===== src/rtl/mdu_controller.sv =====
// Iterative MULT/MULTU/DIV/DIVU sequencer owning HI/LO.
// Optional MDU_DIVZERO_FLAG_EN: div_zero output, HI/LO kept on /0.
module mdu_controller #(
  parameter int WIDTH = 32,
  parameter int CNT_W = 5
) (
  input  logic             clk,
  input  logic             reset_n,
  input  logic             start,
  input  logic [1:0]       md_op,
  input  logic [WIDTH-1:0] op_a,
  input  logic [WIDTH-1:0] op_b,
  input  logic             flush,
  input  logic             hi_we,
  input  logic             lo_we,
  input  logic [WIDTH-1:0] wdata,
  output logic             busy,
  output logic             done,
  output logic [WIDTH-1:0] hi,
  output logic [WIDTH-1:0] lo
`ifdef MDU_DIVZERO_FLAG_EN
  ,
  output logic             div_zero
`endif
);

  typedef enum logic [1:0] {
    S_IDLE,
    S_CALC,
    S_FIX,
    S_DONE
  } state_e;

  localparam logic [CNT_W-1:0] LAST = CNT_W'(WIDTH - 1);

  state_e           state_q, state_d;
  logic [CNT_W-1:0] cnt_q, cnt_d;
  logic             div_q, div_d;
  logic             neg_res_q, neg_res_d;
  logic             neg_rem_q, neg_rem_d;
  logic [WIDTH-1:0] m_q, m_d;
  logic [WIDTH-1:0] q_q, q_d;
  logic [WIDTH-1:0] acc_q, acc_d;
  logic [WIDTH-1:0] hi_q, hi_d;
  logic [WIDTH-1:0] lo_q, lo_d;
  logic             busy_q, busy_d;
  logic             done_q, done_d;
  logic             dz_q, dz_d;

  logic             sa, sb;
  logic [WIDTH-1:0] a_mag, b_mag;
  logic [WIDTH:0]   add_s, sub_s, sum;
  logic [2*WIDTH-1:0] prod;

  // Operand magnitudes and the per-iteration adder/subtractor
  always_comb begin
    sa    = ~md_op[0] & op_a[WIDTH-1];
    sb    = ~md_op[0] & op_b[WIDTH-1];
    a_mag = sa ? (~op_a + 1'b1) : op_a;
    b_mag = sb ? (~op_b + 1'b1) : op_b;
    add_s = {1'b0, acc_q} + {1'b0, m_q};
    sub_s = {acc_q, q_q[WIDTH-1]} - {1'b0, m_q};
  end

  // Next-state, datapath and HI/LO update
  always_comb begin
    state_d   = state_q;
    cnt_d     = cnt_q;
    div_d     = div_q;
    neg_res_d = neg_res_q;
    neg_rem_d = neg_rem_q;
    m_d       = m_q;
    q_d       = q_q;
    acc_d     = acc_q;
    hi_d      = hi_q;
    lo_d      = lo_q;
    dz_d      = 1'b0;
    sum       = '0;
    prod      = '0;
    unique case (state_q)
      S_IDLE, S_DONE: begin
        if (hi_we) hi_d = wdata;
        if (lo_we) lo_d = wdata;
        state_d = S_IDLE;
        if (start && !flush) begin
          div_d     = md_op[1];
          neg_res_d = sa ^ sb;
          neg_rem_d = sa;
          m_d       = md_op[1] ? b_mag : a_mag;
          q_d       = md_op[1] ? a_mag : b_mag;
          acc_d     = '0;
          cnt_d     = '0;
          state_d   = S_CALC;
        end
      end
      S_CALC: begin
        if (flush) begin
          state_d = S_IDLE;
        end else begin
          if (div_q) begin
            if (!sub_s[WIDTH]) begin
              acc_d = sub_s[WIDTH-1:0];
              q_d   = {q_q[WIDTH-2:0], 1'b1};
            end else begin
              acc_d = {acc_q[WIDTH-2:0], q_q[WIDTH-1]};
              q_d   = {q_q[WIDTH-2:0], 1'b0};
            end
          end else begin
            sum = q_q[0] ? add_s : {1'b0, acc_q};
            {acc_d, q_d} = {sum, q_q[WIDTH-1:1]};
          end
          cnt_d = cnt_q + CNT_W'(1);
          if (cnt_q == LAST) state_d = S_FIX;
        end
      end
      S_FIX: begin
        if (flush) begin
          state_d = S_IDLE;
        end else begin
          state_d = S_DONE;
          if (div_q) begin
`ifdef MDU_DIVZERO_FLAG_EN
            if (m_q == '0) begin
              dz_d = 1'b1;
            end else begin
              lo_d = neg_res_q ? (~q_q + 1'b1) : q_q;
              hi_d = neg_rem_q ? (~acc_q + 1'b1) : acc_q;
            end
`else
            lo_d = neg_res_q ? (~q_q + 1'b1) : q_q;
            hi_d = neg_rem_q ? (~acc_q + 1'b1) : acc_q;
`endif
          end else begin
            prod = {acc_q, q_q};
            if (neg_res_q) prod = ~prod + 1'b1;
            {hi_d, lo_d} = prod;
          end
        end
      end
      default: state_d = S_IDLE;
    endcase
    busy_d = (state_d == S_CALC) || (state_d == S_FIX);
    done_d = (state_d == S_DONE);
  end

  // State and register update with synchronous reset
  always_ff @(posedge clk) begin
    if (!reset_n) begin
      state_q   <= S_IDLE;
      cnt_q     <= '0;
      div_q     <= 1'b0;
      neg_res_q <= 1'b0;
      neg_rem_q <= 1'b0;
      m_q       <= '0;
      q_q       <= '0;
      acc_q     <= '0;
      hi_q      <= '0;
      lo_q      <= '0;
      busy_q    <= 1'b0;
      done_q    <= 1'b0;
      dz_q      <= 1'b0;
    end else begin
      state_q   <= state_d;
      cnt_q     <= cnt_d;
      div_q     <= div_d;
      neg_res_q <= neg_res_d;
      neg_rem_q <= neg_rem_d;
      m_q       <= m_d;
      q_q       <= q_d;
      acc_q     <= acc_d;
      hi_q      <= hi_d;
      lo_q      <= lo_d;
      busy_q    <= busy_d;
      done_q    <= done_d;
      dz_q      <= dz_d;
    end
  end

  assign busy = busy_q;
  assign done = done_q;
  assign hi   = hi_q;
  assign lo   = lo_q;
`ifdef MDU_DIVZERO_FLAG_EN
  assign div_zero = dz_q;
`else
  logic unused_dz;
  assign unused_dz = dz_q;
`endif

endmodule


===== config.mk =====
export PLATFORM = sky130hd
export DESIGN_NAME = mdu_controller
export DESIGN_NICKNAME = d
export VERILOG_FILES = /design/src/rtl/mdu_controller.sv
export SDC_FILE = /design/constraint.sdc
export NUM_CORES = 1
export LEC_CHECK = 0
export BUFFER_PORTS_ARGS = -buffer_cell sky130_fd_sc_hd__buf_2
export CORE_UTILIZATION = 35
export CTS_CLUSTER_SIZE = 16
export DETAILED_ROUTE_END_ITERATION = 6
export HOLD_SLACK_MARGIN = 0.15
export SKIP_CTS_REPAIR_TIMING = 1
export SYNTH_ARGS = -nofsm -noshare
export SYNTH_HDL_FRONTEND = slang
export SYNTH_SLANG_ARGS = --single-unit
export TNS_END_PERCENT = 20

===== constraint.sdc =====
create_clock -name clk -period 6.9 [get_ports clk]
set_input_delay 1.38 -clock clk [delete_from_list [all_inputs] [get_ports clk]]
set_output_delay 1.38 -clock clk [all_outputs]
set_load 0.1 [all_outputs]

==> metrics list <==
- Commonest cells in the netlist: a21oi_1, nand2_1, nor2_1, dfxtp_1, o21ai_0
- DRC violations left: 0
* Number of core rows: 75
* Average detailed-routed wire length per instance: slightly above 20 microns
- Syn Area/Cell: around 7.3 sq um
* Die footprint: around 0.043 sq mm
* Layout cell share with drive strength beyond 1: 0.136
- Class of the tightest hold or removal check: register to register
- Crit path arrival time: 4.33 ns
- Biggest area consumer among synthesized cells: dfxtp_1
- Compared with the post-synthesis result, the final layout area differs by 12.0%.
* Sinks on the clock net: 172
* Clock root cell: clkbuf_16
* Total Nets Final: approximately 2300
- In this run the worst path has a maximum fanout of 30.
- Hold violation count in the final report: 0
* IR drop worst, VDD: roughly 0.14 mV
* DRC marker count from the first detailed-route iteration: about 1600
- After global routing the overflow that remains totals 0.
* DRT Pass-1 Iters: 5
* Hold slack: between 0.4 and 0.5 ns
- Post-Route Setup TNS: 0 ns
- The cell area that synthesis handed to floorplanning was approximately 0.015 sq mm.
- Max Cap Violations: 0
- Counting flops with an async set or reset pin after synthesis yields a share of 0.
* Detailed-route vias per instance: just under 6
* Die outline width: roughly 210 microns
- Data on the critical path is required at its endpoint by between 7 and 8 ns.
- Top cell type's share of synthesized area: 0.232
* Slew Limit Fails: 0
* FMAX: between 200 and 300 MHz
* CORE AREA: 0.0419 sq mm
- Proportion of synthesized chip area in sequential cells: 0.232
- Clock Pin Slew Worst Setup and Hold Paths: roughly 0.080 ns
* Global-route usage over all layers: 0.250
* Sum of internal, switching and leakage power: between 3 and 4 mW
* Largest cells by area after synthesis: dfxtp_1, a21oi_1, ha_1, xor2_1, o21ai_0
* Inst Count DP: between 2000 and 3000
* Fin crit period: 3.98 ns
* Non-filler instance count after layout: 2656
- Clock latency on the worst-skew pair, taken at its later pin, is 0.46 ns.
- Summing over every cut layer, the via total after detailed routing is approximately 16000.
* Part of the cycle the worst path needs: 0.576
- RSZ-0062 raised after global routing: no
- The layout has roughly 4400 filler cells.
- Synth Instances: 2037
* Largest net degree at the start of global routing: 85
- Synth warnings: 0
* TritonCTS Buffers: 17
* Residual antenna-violating net count after detailed routing: 0
* Yosys reg bits: 172
- Clock tree from TritonCTS: built
* Post-synth top flop: dfxtp_1
- Area of all placed cells without fillers: approximately 0.017 sq mm
- Power spread over the standard cell area amounts to 185 mW/mm^2.
- Among all cell types in the netlist, the one instantiated most often is a21oi_1.
- Crit path launch type: register
* Outcome: complete, no violations
- Synthesized Nets: approximately 2200
- STA classifies the critical path endpoint as a register.
- Summed over all cells, the static leakage comes to ~6.9 nW.
* Maximum count of clock buffers along a single path: 2
- Counting distinct cell types in the post-synthesis netlist gives slightly below 80.
* Die Y: about 210 microns
* Number of buffer cells added on primary ports: 169
- Clock Skews: around 0.021 ns
* Number of flops mapped to enable cells by yosys: 0
* Final Setup Violations: 0
* Number of antenna repair diodes: 0
- H-Tree Level Count: 4
- Count of pins on the block boundary: 170
* Global placement routability congestion: around 0.94
- Once placement finished, the instance area stood at about 0.016 sq mm.
* Wire length of the first global-routing pass: around 85000 microns
* Initial cell density of the core: 0.354
- The number of global-route vias before repair was approximately 14000.
- The worst setup path is of the register to register kind.
* Worst-Margin Slew: roughly 1.1 ns
- Total wirelength of the detailed-routed design: around 55000 microns
- The number of antenna violations at the first check in global routing is 1.
- Headroom to the max-slew limit: 0.269
* DP HPWL: approximately 42000 microns
## registers in the layout, summed over array words and instances, names as in the netlist
signal and flops:
acc_q 32, hi 32, lo 32, m_q 32
q_q 32, cnt_q 5, state_q 2, busy 1
div_q 1, done 1, neg_rem_q 1, neg_res_q 1
## path summary, 6_finish.rpt
kind,startpoint,slack [ns],to,cells past startpoint
max,q_q[31]$_SDFFE_PN0P_,2.92,acc_q[28]$_SDFFE_PN0P_,13
max reg2reg,q_q[31]$_SDFFE_PN0P_,2.92,acc_q[28]$_SDFFE_PN0P_,13
min,hi[22]$_SDFFE_PN0P_,0.45,hi[22]$_SDFFE_PN0P_,1
min reg2reg,hi[22]$_SDFFE_PN0P_,0.45,hi[22]$_SDFFE_PN0P_,1
## cells by family (layout without fill, tap and decap cells)
logic type | Yosys count | in the layout | synth area share
adders and majority gates | 75 | 75 | 0.0643
muxes | 69 | 69 | 0.0486
buffers and inverters | 218 | 298 | 0.0560
and+or+nand+nor | 610 | 610 | 0.192
AOI/OAI and AO/OA | 724 | 724 | 0.307
xor gates and xnor gates | 169 | 169 | 0.0998
DFF | 172 | 172 | 0.232
## per-layer routing
metal | track usage | wire length, microns | vias to the layer above
li1 | - | - | 7556
met1 | 0.356 | 25700 | 7492
met2 | 0.391 | 24100 | 606
met3 | 0.0410 | 4010 | 55
met4 | 0.0585 | 1060 | 2
met5 | 0 | 13 | -
## power by group
| group | leakage (nW) | switching, mW | internal, mW |
|---|---|---|---|
| sequential | 1.41 | 0.0692 | 1.05 |
| clock | 0.278 | 0.475 | 0.550 |
| combinational | 5.20 | 0.665 | 0.277 |
| total | 6.89 | 1.21 | 1.87 |
## layout make-up
class,instances,area (sq um),share of cell area
clock buffers,18,439,0.0264
flip-flops and latches,172,3440,0.207
inverters,72,270,0.0163
multi-input cells,1647,10600,0.638
clock inverters,13,154,0.00926
well taps,539,674,0.0406
repair buffers,195,1040,0.0626
## through the flow
stage | setup WS (ns) | util
CTS | 2.97 | 0.397
finish | 2.92 | 0.397
detailed placement | 2.51 | 0.383
global placement | 2.53 | 0.383
global route | 2.75 | 0.397
floorplan | 3.00 | -
## cells in the final DEF, fill, tap and decap left out, drive strengths merged, types with 13 or more instances in the layout
| master | count |
|---|---|
| o21ai | 170 |
| nor3 | 39 |
| or3 | 18 |
| buf | 195 |
| mux2 | 24 |
| o31ai | 29 |
| clkbuf | 18 |
| nand2 | 202 |
| mux2i | 45 |
| xnor2 | 72 |
| nor4 | 23 |
| or4 | 18 |
| ha | 73 |
| nand3 | 27 |
| dfxtp | 172 |
| inv | 77 |
| nor2 | 196 |
| a211oi | 79 |
| a31oi | 22 |
| a21oi | 236 |
| nor2b | 20 |
| o211ai | 49 |
| xor2 | 97 |
| a21o | 27 |
| o21a | 13 |
## critical path, stage by stage (launching register included)
cell and delay, ns:
dfxtp_1 0.52, inv_1 0.11, ha_1 0.27, fa_1 0.43
nor2b_1 0.15, o31ai_1 0.12, a211o_1 0.31, a2111o_1 0.41
and4b_1 0.22, nor4b_4 0.30, buf_4 0.41, mux2i_1 0.25
a22oi_1 0.09, a32o_1 0.28
(Power assumes the default switching activity.)
